File: config.mk
export PLATFORM = sky130hd
export DESIGN_NAME = ifetch_pipe
export DESIGN_NICKNAME = d
export VERILOG_FILES = /design/src/rtl/ifetch_pipe.sv
export SDC_FILE = /design/constraint.sdc
export NUM_CORES = 1
export LEC_CHECK = 0
export CAP_MARGIN = 20
export CELL_PAD_IN_SITES_DETAIL_PLACEMENT = 0
export CELL_PAD_IN_SITES_GLOBAL_PLACEMENT = 1
export CORE_MARGIN = 5
export CORE_UTILIZATION = 43
export DETAILED_ROUTE_END_ITERATION = 12
export GPL_ROUTABILITY_DRIVEN = 1
export GPL_TIMING_DRIVEN = 0
export PLACE_DENSITY = 0.79
export SLEW_MARGIN = 20
export SYNTH_ARGS = -nofsm -noshare
export SYNTH_HDL_FRONTEND = slang
export SYNTH_SLANG_ARGS = --single-unit
File: constraint.sdc
create_clock -name clk -period 2.65 [get_ports clk]
set_clock_uncertainty 0.05 [all_clocks]
set_input_delay 0.53 -clock clk [delete_from_list [all_inputs] [get_ports clk]]
set_output_delay 0.53 -clock clk [all_outputs]
set_load 0.05 [all_outputs]
File: src/rtl/ifetch_pipe.sv
// ifetch_pipe: instruction fetch stage.
// Holds the PC, issues single-outstanding requests to a variable-latency
// instruction memory, buffers responses in a small prefetch FIFO and drives
// a stallable, flushable IF/ID register. A redirect from EX/MEM flushes the
// FIFO and IF/ID and drops any response still in flight.
// Optional performance counters are enabled with the IFETCH_PERF_EN macro.
module ifetch_pipe #(
    parameter int unsigned          ADDR_W     = 32,
    parameter int unsigned          DATA_W     = 32,
    parameter logic [ADDR_W-1:0]    RESET_PC   = '0,
    parameter int unsigned          PC_STEP    = 1,
    parameter int unsigned          FIFO_DEPTH = 2,
    parameter logic [DATA_W-1:0]    NOP_INSTR  = '0
) (
    input  logic              clk,
    input  logic              rst_n,
    input  logic              ex_mem_pcsrc,
    input  logic [ADDR_W-1:0] ex_mem_npc,
    input  logic              id_stall,
    output logic              imem_req,
    output logic [ADDR_W-1:0] imem_addr,
    input  logic              imem_rvalid,
    input  logic [DATA_W-1:0] imem_rdata,
    output logic [DATA_W-1:0] if_id_instr,
    output logic [ADDR_W-1:0] if_id_npc,
    output logic              if_id_valid
`ifdef IFETCH_PERF_EN
   ,output logic [31:0]       perf_fetch_cnt,
    output logic [31:0]       perf_redirect_cnt,
    output logic [31:0]       perf_stall_cnt
`endif
);

    localparam int unsigned PTR_W = (FIFO_DEPTH > 1) ? $clog2(FIFO_DEPTH) : 1;
    localparam int unsigned CNT_W = PTR_W + 1;
    localparam logic [CNT_W:0] DEPTH_C = (CNT_W+1)'(FIFO_DEPTH);
    localparam logic [CNT_W:0] ONE_C   = (CNT_W+1)'(1);

    typedef enum logic [1:0] {
        ST_REQ     = 2'd0,
        ST_WAIT    = 2'd1,
        ST_DISCARD = 2'd2
    } state_e;

    state_e              state_q, state_d;
    logic [ADDR_W-1:0]   pc_q, pc_d;
    logic [PTR_W-1:0]    wr_ptr_q, rd_ptr_q;
    logic [CNT_W-1:0]    cnt_q;
    logic [DATA_W-1:0]   fifo_instr_q [FIFO_DEPTH];
    logic [ADDR_W-1:0]   fifo_npc_q   [FIFO_DEPTH];
    logic [DATA_W-1:0]   if_id_instr_q, if_id_instr_d;
    logic [ADDR_W-1:0]   if_id_npc_q, if_id_npc_d;
    logic                if_id_valid_q, if_id_valid_d;

    logic [ADDR_W-1:0]   pc_inc_s;
    logic [CNT_W:0]      occ_s;
    logic [CNT_W:0]      cnt_p1_s;
    logic                fifo_empty_s;
    logic                push_s;
    logic                pop_s;
    logic                req_s;
    logic [ADDR_W-1:0]   addr_s;

    assign pc_inc_s     = pc_q + ADDR_W'(PC_STEP);
    // Occupancy counts buffered entries plus the one response still owed.
    assign occ_s        = {1'b0, cnt_q} + {{CNT_W{1'b0}}, (state_q == ST_WAIT)};
    assign cnt_p1_s     = {1'b0, cnt_q} + ONE_C;
    assign fifo_empty_s = (cnt_q == '0);

    // Fetch FSM next state, PC update, request generation and FIFO push.
    always_comb begin
        state_d = state_q;
        pc_d    = pc_q;
        push_s  = 1'b0;
        req_s   = 1'b0;
        addr_s  = pc_q;
        if (ex_mem_pcsrc) begin
            pc_d = ex_mem_npc;
            case (state_q)
                ST_WAIT:    state_d = imem_rvalid ? ST_REQ : ST_DISCARD;
                ST_DISCARD: state_d = imem_rvalid ? ST_REQ : ST_DISCARD;
                default:    state_d = ST_REQ;
            endcase
        end else begin
            case (state_q)
                ST_REQ: begin
                    if (occ_s < DEPTH_C) begin
                        req_s   = 1'b1;
                        addr_s  = pc_q;
                        state_d = ST_WAIT;
                    end else begin
                        state_d = ST_REQ;
                    end
                end
                ST_WAIT: begin
                    if (imem_rvalid) begin
                        push_s = 1'b1;
                        pc_d   = pc_inc_s;
                        // A same-cycle pop does not free space for this request.
                        if (cnt_p1_s < DEPTH_C) begin
                            req_s   = 1'b1;
                            addr_s  = pc_inc_s;
                            state_d = ST_WAIT;
                        end else begin
                            state_d = ST_REQ;
                        end
                    end else begin
                        state_d = ST_WAIT;
                    end
                end
                ST_DISCARD: begin
                    if (imem_rvalid) begin
                        state_d = ST_REQ;
                    end else begin
                        state_d = ST_DISCARD;
                    end
                end
                default: state_d = ST_REQ;
            endcase
        end
    end

    assign imem_req  = req_s & rst_n;
    assign imem_addr = addr_s;

    assign pop_s = ~fifo_empty_s & (~id_stall | ~if_id_valid_q) & ~ex_mem_pcsrc;

    // IF/ID next value: flush on redirect, load FIFO head, or drain/hold.
    always_comb begin
        if_id_valid_d = if_id_valid_q;
        if_id_instr_d = if_id_instr_q;
        if_id_npc_d   = if_id_npc_q;
        if (ex_mem_pcsrc) begin
            if_id_valid_d = 1'b0;
            if_id_instr_d = NOP_INSTR;
        end else if (pop_s) begin
            if_id_valid_d = 1'b1;
            if_id_instr_d = fifo_instr_q[rd_ptr_q];
            if_id_npc_d   = fifo_npc_q[rd_ptr_q];
        end else if (!id_stall) begin
            if_id_valid_d = 1'b0;
        end else begin
            if_id_valid_d = if_id_valid_q;
        end
    end

    // State, PC and IF/ID registers.
    always_ff @(posedge clk or negedge rst_n) begin
        if (!rst_n) begin
            state_q       <= ST_REQ;
            pc_q          <= RESET_PC;
            if_id_valid_q <= 1'b0;
            if_id_instr_q <= NOP_INSTR;
            if_id_npc_q   <= '0;
        end else begin
            state_q       <= state_d;
            pc_q          <= pc_d;
            if_id_valid_q <= if_id_valid_d;
            if_id_instr_q <= if_id_instr_d;
            if_id_npc_q   <= if_id_npc_d;
        end
    end

    // Prefetch FIFO storage, pointers and count; redirect empties it.
    always_ff @(posedge clk or negedge rst_n) begin
        if (!rst_n) begin
            wr_ptr_q <= '0;
            rd_ptr_q <= '0;
            cnt_q    <= '0;
            for (int i = 0; i < int'(FIFO_DEPTH); i++) begin
                fifo_instr_q[i] <= '0;
                fifo_npc_q[i]   <= '0;
            end
        end else if (ex_mem_pcsrc) begin
            wr_ptr_q <= '0;
            rd_ptr_q <= '0;
            cnt_q    <= '0;
        end else begin
            if (push_s) begin
                fifo_instr_q[wr_ptr_q] <= imem_rdata;
                fifo_npc_q[wr_ptr_q]   <= pc_inc_s;
                wr_ptr_q               <= wr_ptr_q + PTR_W'(1);
            end
            if (pop_s) begin
                rd_ptr_q <= rd_ptr_q + PTR_W'(1);
            end
            case ({push_s, pop_s})
                2'b10:   cnt_q <= cnt_q + CNT_W'(1);
                2'b01:   cnt_q <= cnt_q - CNT_W'(1);
                default: cnt_q <= cnt_q;
            endcase
        end
    end

    assign if_id_instr = if_id_instr_q;
    assign if_id_npc   = if_id_npc_q;
    assign if_id_valid = if_id_valid_q;

`ifdef IFETCH_PERF_EN
    logic [31:0] perf_fetch_q, perf_redirect_q, perf_stall_q;

    // Saturating event counters.
    always_ff @(posedge clk or negedge rst_n) begin
        if (!rst_n) begin
            perf_fetch_q    <= 32'h0000_0000;
            perf_redirect_q <= 32'h0000_0000;
            perf_stall_q    <= 32'h0000_0000;
        end else begin
            if (push_s && (perf_fetch_q != 32'hFFFF_FFFF)) begin
                perf_fetch_q <= perf_fetch_q + 32'd1;
            end
            if (ex_mem_pcsrc && (perf_redirect_q != 32'hFFFF_FFFF)) begin
                perf_redirect_q <= perf_redirect_q + 32'd1;
            end
            if (id_stall && if_id_valid_q && (perf_stall_q != 32'hFFFF_FFFF)) begin
                perf_stall_q <= perf_stall_q + 32'd1;
            end
        end
    end

    assign perf_fetch_cnt    = perf_fetch_q;
    assign perf_redirect_cnt = perf_redirect_q;
    assign perf_stall_cnt    = perf_stall_q;
`endif

endmodule
==> qor.yml <==
logic_synthesis:
  synth_cells: 1045
  avgSynthCellArea_um2: 10.5
  synth_flop_cell: "dfrtp_1"
  synth_compound_area_frac: 0.0848
  synthSimpleGateAreaFrac: 0.138
  synth_area_um2: 11000
  synth_edf_count: 0
  yosysSeqAreaShare: 0.526
  async_flop_share: 1.00
  synth_fa_ha_area_frac: 0.00569
  synth_xor_area_frac: 0.0765
  synth.area.mux_share: 0.128
  synth_top_family_by_area: "simple AND/OR/NAND/NOR gates"
  yosysWarnings: 0
  synth_cell_types: 46
  ys_seq_elements: 231
  synthesis.nets: 1119
critical_path:
  slowest_stage: "dfrtp_1"
  crit_family: "buffers and inverters"
  cp.arrival_ns: 2.42
  cpPeakStageDelay_ns: 0.39
  startpoint_type: "flip-flop"
  r2r_setup_slack_ns: 0.23
  critPathRequiredTime_ns: 2.07
  cp_max_fo: 5
  end_kind: "output pin"
  worst-path-buf-inv: 5
  cp_cell_sequence: "inv_2, ha_4, nand2_8, buf_12, nor2_4, nand2_4, clkbuf_16, buf_6, nor2_4, xor2_2, buf_6"
  worstSetupPathType: "flip-flop to output pin"
detailed_routing:
  drtIter0Drc: 585
  vias_per_cell: 5.28
  drt_first_pass_iters: 5
  antenna_left: 0
  wl_per_cell_um: 19.1
  vias: 8720
  totalWireLength_um: 31500
  drc: 0
clock_network:
  path_clk_slew_ns: 0.06
  cts-root-buf: "clkbuf_16"
  numCtsBuffers: 25
  worstSkewPairLatency_ns: 0.54
  cts_buffer_depth: 3
  htreeDepth: 1
  cts_tree: "built"
  cts_num_sinks: 231
sta:
  slew_violations: 0
  timing.final.ws_setup_ns: -0.348
  slew_headroom: 0.468
  final.period_utilization: 1.13
  setup_viol: 32
  fmax_ghz: 0.334
  finalHoldViolCount: 0
  rsz0062_at_grt: "true"
  setup_tns_ns: -7.21
  finalCriticalPeriod_ns: 3.00
  tightest_slew_ns: 0.798
floorplan:
  start_util: 0.436
  die_w_um: 170
  dieHeight_um: 170
  die_area_um2: 28900
  core_um2: 25200
  io_pins: 167
  rows: 58
layout:
  nNetsFinal: 1378
  syn_to_final_growth_pct: 42.6
  fill_cells: 2075
  fin_cells: 1651
  final_area_um2: 15700
  n_antenna_cell: 0
  drive_gt1_frac: 0.285
placement:
  dp_hpwl_um: 21000
  place_area_um2: 13500
  placedCellCount: 1542
  place_ws_ns: -1.49
  routabilityCongestion: 0.823
  io_buffers: 165
pwr:
  power.leakage_nw: 6.72
  pwr_density_cell_nw_per_um2: 975
  ir_worst_vdd_v: 0.000595
run_status:
  violations: "setup timing"
  status: "complete, but fails checks"
min_path:
  hp-class: "flip-flop to flip-flop"
global_routing:
  grt_first_pass_wirelength_um: 50400
  grtUsageTotal: 0.219
  antenna_found_initial: 0
  grt_pass1_vias: 8942
  grt-ovfl-total: 0
  grt_max_degree: 74
job:
  maxCapViolCount: 0
==> path summary, 6_finish.rpt <==
path | startpoint | to | depth (start not counted)
max | state_q[1] | imem_addr[6] | 11
min | fifo_npc_q[21] | fifo_npc_q[21] | 2
max reg2reg | state_q[1] | fifo_npc_q[40] | 10
min reg2reg | fifo_npc_q[21] | fifo_npc_q[21] | 2
max in group asynchronous | rst_n | pc_q[24] | 4
min in group asynchronous | rst_n | pc_q[25] | 3
==> power breakdown <==
group | switching (mW) | internal [mW] | total, mW
combinational | 3.57 | 2.38 | 5.95
sequential | 0.713 | 4.84 | 5.55
clock | 1.44 | 2.34 | 3.79
==> what timing repair did <==
item                                    4_1_cts  5_1_grt
setup buffers                                48       18
hold endpoints to repair                     48        0
pin swaps                                    33       26
gates cloned                                  2        0
hold buffers                                  4        0
endpoints found under the setup margin       34       69
gates resized for setup                     351       44
==> registers in the layout, summed over array words and instances (netlist names) <==
signal	count
wr_ptr_q	1
if_id_instr	32
if_id_valid	1
pc_q	32
fifo_instr_q	64
cnt_q	2
fifo_npc_q	64
rd_ptr_q	1
state_q	2
if_id_npc	32
==> worst register-to-register path, cell delays in order, from the launching register on <==
cell	delay, ns
dfrtp_1	0.39
inv_2	0.09
ha_4	0.18
nand2_8	0.07
buf_12	0.13
buf_4	0.15
nor3_1	0.39
buf_2	0.38
buf_2	0.30
nor2_1	0.09
a21oi_1	0.12
==> cell type report <==
cell class	count	area, µm²	share of cell area
sequential	231	5790	0.369
multi-input combinational	720	5600	0.357
timing repair buffer	239	2430	0.155
clock buffer	35	743	0.0474
buffer	84	528	0.0337
tap	330	413	0.0263
clock inverter	9	160	0.0102
inverter	3	11.3	0.000719
==> cells by family (layout without fill, tap and decap cells) <==
group                      after synthesis  count (layout)
xor gates and xnor gates                96              96
buffers and inverters                   94             370
adders and majority gates                5               5
AOI/OAI and AO/OA                      166             166
and+or+nand+nor                        321             321
DFF                                    231             231
muxes                                  132             132
==> per-layer routing <==
metal	GRT usage	wire [µm]	part of all wire
met5	0	0	0
met4	0.0543	775	0.025
met3	0.0283	1380	0.044
met2	0.354	15000	0.48
met1	0.317	14300	0.45
==> metrics by stage <==
stage / hold slack [ns] / power [mW] / util
4_1_cts: 0.433 / 15.4 / 0.611
6_report: 0.427 / 15.3 / 0.622
5_1_grt: 0.451 / 16.2 / 0.622
3_5_place_dp: 0.420 / 11.3 / 0.534
2_1_floorplan: 0.184 / 9.38 / -
3_3_place_gp: 0.410 / 11.1 / 0.532
==> layout by cell type (no fill, tap or decap), types with 9 or more instances in the layout <==
master           instances
nand4_1                 19
buf_6                   57
nand3_1                 15
a211oi_1                33
a21oi_1                 32
xnor2_4                  9
dfrtp_1                226
o21ai_1                 11
buf_4                   60
xor2_2                  15
mux2_2                  66
nor2_1                  75
clkbuf_16               27
mux2i_1                 66
xor2_1                  42
buf_2                   21
clkdlybuf4s50_1        131
buf_1                   10
nor2_4                  13
clkbuf_1                28
nand2_1                121
o21ai_0                 84
xnor2_1                 23
==> synth_stat cells, drive strengths merged (3+ instances only) <==
library cell  count  area share
dfrtp           231        0.53
nand2           135       0.046
o21ai            96       0.044
nor2             90       0.031
mux2             66       0.068
mux2i            66       0.060
xor2             58       0.046
buf              54       0.027
xnor2            38       0.030
clkbuf           37       0.013
a21oi            34       0.016
a211oi           33       0.023
nand3            29       0.016
nand4            22       0.015
nor3             17      0.0096
nor4             12      0.0093
ha                5      0.0057
inv               3      0.0010
or2               3      0.0017
Power figures use the tool's default switching activity.
